===== src/rtl/dmem_arbiter_if.sv =====
// Bus bundle between the two data-memory requesters, the arbiter
// and the single-port data memory.
interface dmem_arbiter_if #(
  parameter int DATA_W = 32
);
  logic              req0;
  logic              req1;
  logic              we0;
  logic              we1;
  logic [31:0]       addr0;
  logic [31:0]       addr1;
  logic [DATA_W-1:0] wdata0;
  logic [DATA_W-1:0] wdata1;
  logic              gnt0;
  logic              gnt1;
  logic              done0;
  logic              done1;
  logic              err0;
  logic              err1;
  logic [DATA_W-1:0] rdata0;
  logic [DATA_W-1:0] rdata1;
  logic [31:0]       mem_addr;
  logic [DATA_W-1:0] mem_wdata;
  logic              mem_read;
  logic              mem_write;
  logic [DATA_W-1:0] mem_rdata;

  modport slave (
    input  req0, req1, we0, we1,
    input  addr0, addr1, wdata0, wdata1,
    input  mem_rdata,
    output gnt0, gnt1, done0, done1,
    output err0, err1, rdata0, rdata1,
    output mem_addr, mem_wdata,
    output mem_read, mem_write
  );

  modport master (
    output req0, req1, we0, we1,
    output addr0, addr1, wdata0, wdata1,
    output mem_rdata,
    input  gnt0, gnt1, done0, done1,
    input  err0, err1, rdata0, rdata1,
    input  mem_addr, mem_wdata,
    input  mem_read, mem_write
  );
endinterface


===== src/rtl/dmem_arbiter.sv =====
// Round-robin two-port arbiter and access sequencer for the
// single-port 256x32 data memory (grant, strobe, done: 3 cycles).
module dmem_arbiter #(
  parameter int DATA_W = 32,
  parameter int ADDR_W = 8
) (
  input  logic            clk,
  input  logic            rst_n,
  dmem_arbiter_if.slave   bus
);

  typedef enum logic [1:0] {
    IDLE,
    ACCESS,
    RESP
  } state_t;

  state_t            state;
  state_t            nstate;
  logic              last;
  logic              own;
  logic              we_q;
  logic              err_q;
  logic [31:0]       addr_q;
  logic [DATA_W-1:0] wdata_q;
  logic [DATA_W-1:0] rdata0_q;
  logic [DATA_W-1:0] rdata1_q;
  logic              any_req;
  logic              win0;
  logic              win1;
  logic              in_rng;

  assign any_req = bus.req0 | bus.req1;
  // on a tie the port that did not win last time goes first
  assign win1    = bus.req1 & (~bus.req0 | ~last);
  assign win0    = any_req & ~win1;
  assign in_rng  = (addr_q[31:ADDR_W] == '0);

  always_ff @(posedge clk or negedge rst_n) begin
    if (!rst_n) state <= IDLE;
    else        state <= nstate;
  end

  always_comb begin
    nstate = state;
    unique case (state)
      IDLE:    if (any_req) nstate = ACCESS;
      ACCESS:  nstate = RESP;
      RESP:    nstate = IDLE;
      default: nstate = IDLE;
    endcase
  end

  always_comb begin
    bus.gnt0      = 1'b0;
    bus.gnt1      = 1'b0;
    bus.done0     = 1'b0;
    bus.done1     = 1'b0;
    bus.err0      = 1'b0;
    bus.err1      = 1'b0;
    bus.mem_read  = 1'b0;
    bus.mem_write = 1'b0;
    unique case (state)
      IDLE: begin
        bus.gnt0 = win0;
        bus.gnt1 = win1;
      end
      ACCESS: begin
        bus.mem_read  = in_rng & ~we_q;
        bus.mem_write = in_rng & we_q;
      end
      RESP: begin
        bus.done0 = ~own;
        bus.done1 = own;
        bus.err0  = ~own & err_q;
        bus.err1  = own & err_q;
      end
      default: ;
    endcase
  end

  always_ff @(posedge clk or negedge rst_n) begin
    if (!rst_n) begin
      last     <= 1'b1;
      own      <= 1'b0;
      we_q     <= 1'b0;
      err_q    <= 1'b0;
      addr_q   <= '0;
      wdata_q  <= '0;
      rdata0_q <= '0;
      rdata1_q <= '0;
    end else begin
      if (state == IDLE && any_req) begin
        own     <= win1;
        last    <= win1;
        we_q    <= win1 ? bus.we1 : bus.we0;
        addr_q  <= win1 ? bus.addr1 : bus.addr0;
        wdata_q <= win1 ? bus.wdata1 : bus.wdata0;
      end
      if (state == ACCESS) begin
        err_q <= ~in_rng;
        if (in_rng && !we_q) begin
          if (own) rdata1_q <= bus.mem_rdata;
          else     rdata0_q <= bus.mem_rdata;
        end
      end
    end
  end

  assign bus.mem_addr  = addr_q;
  assign bus.mem_wdata = wdata_q;
  assign bus.rdata0    = rdata0_q;
  assign bus.rdata1    = rdata1_q;

endmodule


===== src/flat_wrapper.sv =====
// flat-port wrapper written by rule: the top's interface ports become plain ports
module dmem_arbiter_flat 
#(
  parameter int DATA_W = 32,
  parameter int ADDR_W = 8
)
  (clk, rst_n, bus_req0, bus_req1, bus_we0, bus_we1, bus_addr0, bus_addr1, bus_wdata0, bus_wdata1, bus_mem_rdata, bus_gnt0, bus_gnt1, bus_done0, bus_done1, bus_err0, bus_err1, bus_rdata0, bus_rdata1, bus_mem_addr, bus_mem_wdata, bus_mem_read, bus_mem_write);
  dmem_arbiter_if #(.DATA_W(DATA_W)) bus_i ();
  input  logic clk;
  input  logic rst_n;
  input wire logic [$bits(bus_i.req0)-1:0] bus_req0;
  input wire logic [$bits(bus_i.req1)-1:0] bus_req1;
  input wire logic [$bits(bus_i.we0)-1:0] bus_we0;
  input wire logic [$bits(bus_i.we1)-1:0] bus_we1;
  input wire logic [$bits(bus_i.addr0)-1:0] bus_addr0;
  input wire logic [$bits(bus_i.addr1)-1:0] bus_addr1;
  input wire logic [$bits(bus_i.wdata0)-1:0] bus_wdata0;
  input wire logic [$bits(bus_i.wdata1)-1:0] bus_wdata1;
  input wire logic [$bits(bus_i.mem_rdata)-1:0] bus_mem_rdata;
  output wire logic [$bits(bus_i.gnt0)-1:0] bus_gnt0;
  output wire logic [$bits(bus_i.gnt1)-1:0] bus_gnt1;
  output wire logic [$bits(bus_i.done0)-1:0] bus_done0;
  output wire logic [$bits(bus_i.done1)-1:0] bus_done1;
  output wire logic [$bits(bus_i.err0)-1:0] bus_err0;
  output wire logic [$bits(bus_i.err1)-1:0] bus_err1;
  output wire logic [$bits(bus_i.rdata0)-1:0] bus_rdata0;
  output wire logic [$bits(bus_i.rdata1)-1:0] bus_rdata1;
  output wire logic [$bits(bus_i.mem_addr)-1:0] bus_mem_addr;
  output wire logic [$bits(bus_i.mem_wdata)-1:0] bus_mem_wdata;
  output wire logic [$bits(bus_i.mem_read)-1:0] bus_mem_read;
  output wire logic [$bits(bus_i.mem_write)-1:0] bus_mem_write;
  assign bus_i.req0 = bus_req0;
  assign bus_i.req1 = bus_req1;
  assign bus_i.we0 = bus_we0;
  assign bus_i.we1 = bus_we1;
  assign bus_i.addr0 = bus_addr0;
  assign bus_i.addr1 = bus_addr1;
  assign bus_i.wdata0 = bus_wdata0;
  assign bus_i.wdata1 = bus_wdata1;
  assign bus_i.mem_rdata = bus_mem_rdata;
  assign bus_gnt0 = bus_i.gnt0;
  assign bus_gnt1 = bus_i.gnt1;
  assign bus_done0 = bus_i.done0;
  assign bus_done1 = bus_i.done1;
  assign bus_err0 = bus_i.err0;
  assign bus_err1 = bus_i.err1;
  assign bus_rdata0 = bus_i.rdata0;
  assign bus_rdata1 = bus_i.rdata1;
  assign bus_mem_addr = bus_i.mem_addr;
  assign bus_mem_wdata = bus_i.mem_wdata;
  assign bus_mem_read = bus_i.mem_read;
  assign bus_mem_write = bus_i.mem_write;
  dmem_arbiter #(.DATA_W(DATA_W), .ADDR_W(ADDR_W)) u_core (.clk(clk), .rst_n(rst_n), .bus(bus_i));
endmodule

===== config.mk =====
export PLATFORM = sky130hd
export DESIGN_NAME = dmem_arbiter_flat
export DESIGN_NICKNAME = d
export VERILOG_FILES = /design/src/rtl/dmem_arbiter_if.sv /design/src/rtl/dmem_arbiter.sv /design/src/flat_wrapper.sv
export SDC_FILE = /design/constraint.sdc
export NUM_CORES = 1
export LEC_CHECK = 0
export ABC_CLOCK_PERIOD_IN_PS = 2710
export CAP_MARGIN = 40
export CORE_ASPECT_RATIO = 0.8
export CORE_MARGIN = 2
export CORE_UTILIZATION = 40
export CTS_BUF_LIST = sky130_fd_sc_hd__clkbuf_2
export DETAILED_ROUTE_END_ITERATION = 6
export HOLD_SLACK_MARGIN = 0.03
export PLACE_DENSITY = 0.87
export REMOVE_ABC_BUFFERS = 1
export SYNTH_ARGS = -nofsm -noshare
export SYNTH_HDL_FRONTEND = slang
export SYNTH_SLANG_ARGS = --single-unit

===== constraint.sdc =====
create_clock -name clk -period 2.71 [get_ports clk]
set_input_delay 0.6775 -clock clk [delete_from_list [all_inputs] [get_ports clk]]
set_output_delay 0.6775 -clock clk [all_outputs]
set_load 0.02 [all_outputs]

==> impl_metrics.py <==
metrics = {
    "run_status": {
        "outcome": "complete, but fails checks",
        "violations": "negative setup slack",
    },
    "yosys": {
        "synth_compound_area_share_pct": 19.7,
        "synth-edff-count": 0,
        "ys_seq_elements": 134,
        "synthSimpleGateAreaFrac_pct": 3.08,
        "avgSynthCellArea_sq_um": 14.2,
        "synth_top_family_by_area": "compound AO/OA/AOI/OAI gates",
        "synth_top_area_share_pct": 60.7,
        "netlist_instances": 385,
        "synth_common_cells": "133 x dfrtp_1, 67 x a21o_1, 65 x a22o_1",
        "yosysWarnings": 0,
        "synth_fa_ha_area_share_pct": 0,
        "ys_seq_area_share_pct": 61.2,
        "synth_mux_area_share_pct": 13.1,
        "synth-xor-area-share_pct": 0,
        "synth_area_leaders": "dfrtp_1 61%, mux2_2 12%, a22o_1 10%",
        "syn_area_sq_um": 5490,
        "synth.most_common_cell": "dfrtp_1",
        "ys_types": 24,
        "ys.flop_type": "dfrtp_1",
        "yosysTopAreaCell": "dfrtp_1",
        "ys_async_sr_fraction_pct": 100,
    },
    "layout": {
        "fin_nets": 863,
        "fillerInstances": 930,
        "drive_gt1_share_pct": 18.7,
        "regArea_sq_um": 3360,
        "synthToLayoutAreaGrowth_pct": 66.1,
        "design_area_sq_um": 9110,
        "num_antenna_cells": 0,
        "multiInputGateArea_sq_um": 2080,
    },
    "routing": {
        "drtPass1Iterations": 4,
        "drt_iter0_drc": 263,
        "ant_nets": 0,
        "vias_per_cell": 5.15,
        "via_count": 4583,
        "finalWirelength_mm": 17.1,
        "post_drt_wl_per_cell_microns": 19.2,
        "drcViolationCount": 0,
    },
    "clocking": {
        "cts.htree.levels": 4,
        "cts_max_path_buffers": 2,
        "cts.sink_count": 134,
        "cts-root-buf": "clkbuf_2",
        "numCtsBuffers": 17,
        "clk_pin_slew_ns": 0.22,
        "insertion_delay_ns": 0.69,
        "cts_tree": "done",
    },
    "worst_hold_path": {
        "min_path_type": "in -> async",
    },
    "global_routing": {
        "grtUsageMet2_pct": 39.5,
        "antenna_found_initial": 0,
        "grt_overflow": 0,
        "track_usage_pct": 22.9,
        "grt_use_met1_pct": 26.2,
        "grt_pass1_vias": 5056,
        "grt_pass1_wl_mm": 25.9,
        "grt_max_degree": 69,
        "grtUsageMet3_pct": 8.18,
        "grt_busiest_layer": "met2",
    },
    "sta": {
        "fin_crit_sh_pct": 103,
        "setup_viol": 1,
        "clock_skew_ns": 0.0455,
        "layout_min_cycle_time_ns": 2.78,
        "tightestPinTransition_ns": 0.759,
        "clock.fmax_mhz": 360,
        "setup_slack_ns": -0.0701,
        "hold_violations": 0,
        "timing.hold.ws_ns": 0.486,
        "rsz0062_at_grt": "yes",
        "slew_headroom_pct": 49.4,
        "slew_viol_final": 0,
    },
    "floorplanning": {
        "pin_count": 302,
        "die_w_microns": 135,
        "fp-row-count": 38,
        "start_util_pct": 40.8,
        "die-area_sq_um": 14700,
        "die_y_microns": 109,
        "coreArea_sq_um": 13500,
    },
    "power_and_ir_drop": {
        "leakagePower_nw": 4.38,
        "peakVddDrop_mv": 0.798,
        "cellPowerDensity_nw_per_um2": 878,
        "power_w": 0.00800,
    },
    "critical_path": {
        "cp.required_ns": 2.03,
        "crit_path_end_kind": "primary output",
        "crit_arrival_ns": 2.10,
        "start_kind": "flop",
        "path_class": "reg -> out",
        "cp_max_fo": 3,
    },
    "place": {
        "gp_congestion": 0.805,
        "port_buffers": 301,
        "dp_hpwl_mm": 12.3,
        "dpl_cell_area_sq_um": 8730,
    },
    "run": {
        "drv_cap": 0,
    },
}
==> power breakdown <==
group | total [W] | switching (W) | internal (W)
logic | 0.00384 | 0.00185 | 0.00199
clock network | 0.00120 | 0.000772 | 0.000424
registers | 0.00296 | 0.000436 | 0.00253
total | 0.00800 | 0.00306 | 0.00494
==> path summary, 6_finish.rpt <==
path	slack, ns	cells after the start	from	end
max	-0.07	5	u_core.bus.mem_addr[20]$_DFFE_PN0P_	bus_mem_write
min	0.49	2	rst_n	u_core.bus.rdata0[21]$_DFFE_PN0P_
max in group asynchronous	1.52	3	rst_n	u_core.bus.mem_addr[15]$_DFFE_PN0P_
max reg2reg	0.40	7	u_core.bus.mem_addr[14]$_DFFE_PN0P_	u_core.bus.rdata1[15]$_DFFE_PN0P_
min in group clk	0.52	1	u_core.bus.rdata0[0]$_DFFE_PN0P_	u_core.bus.rdata0[0]$_DFFE_PN0P_
min reg2reg	0.52	1	u_core.bus.rdata0[0]$_DFFE_PN0P_	u_core.bus.rdata0[0]$_DFFE_PN0P_
==> cell families (layout without fill, tap and decap cells) <==
group           count (synthesis)  in the layout
mux                            64             64
buf+inv                        30            355
simple gates                   23             23
flops                         134            134
compound gates                134            134
==> layer usage <==
metal | wire length (microns) | vias to the layer above
met5 | 0 | -
met4 | 414 | 0
met3 | 1260 | 32
met2 | 9010 | 191
met1 | 6430 | 2294
li1 | - | 2066
==> cell usage in the layout, fill, tap and decap left out, types with 2 or more instances in the layout <==
cell / count
nor4_4: 4
clkdlybuf4s15_2: 3
clkdlybuf4s50_1: 292
buf_4: 18
nor2_1: 2
dlygate4sd2_1: 3
clkinv_4: 3
nor3b_2: 2
mux2_2: 59
nor4_2: 3
clkinvlp_4: 3
dfrtp_1: 132
buf_12: 4
nor2_2: 2
a21o_1: 67
and2_1: 3
mux2_1: 5
a22o_1: 65
clkinv_2: 2
inv_1: 2
clkinv_1: 2
inv_6: 3
clkbuf_2: 17
bufinv_16: 2
==> state kept, by name (all words and copies together) (netlist names) <==
signal                flops
u_core.last               1
u_core.we_q               1
u_core.bus.mem_addr      32
u_core.bus.mem_wdata     32
u_core.state              2
u_core.bus.rdata0        32
u_core.bus.rdata1        32
u_core.own                1
u_core.err_q              1
==> cell type report <==
cell class,count,share of cell area [%]
sequential,134,36.8
clock buffer,17,0.934
tap,180,2.47
clock inverter,15,1.68
inverter,2,0.0824
multi-input combinational,221,22.8
timing repair buffer,321,35.2
==> through the flow <==
stage	instances	setup TNS, ns	util, %	setup WS (ns)
floorplan	357	-201.92	-	-3.04
global placement	849	-0.230	64.9	-0.119
detailed placement	849	-0.260	64.9	-0.136
CTS	888	-0.232	67.2	-0.155
global route	890	-0.411	67.7	-0.240
finish	890	-0.0701	67.7	-0.0701
==> repair_timing <==
| item | in CTS | in global routing |
|---|---|---|
| pin swaps | 4 | 3 |
| setup endpoints to repair | 8 | 7 |
| gates resized for setup | 29 | 9 |
| buffers inserted | 6 | 2 |
| hold endpoints to repair | 35 | 0 |
| hold buffers | 1 | 0 |
==> critical path, cell delays in order (launching register included) <==
cell,delay [ns]
dfrtp_1,0.46
nor4_1,0.37
nand3_2,0.17
nor2_2,0.15
and2_1,0.14
buf_4,0.14
Note: power is estimated with default switching activity, not from simulation.
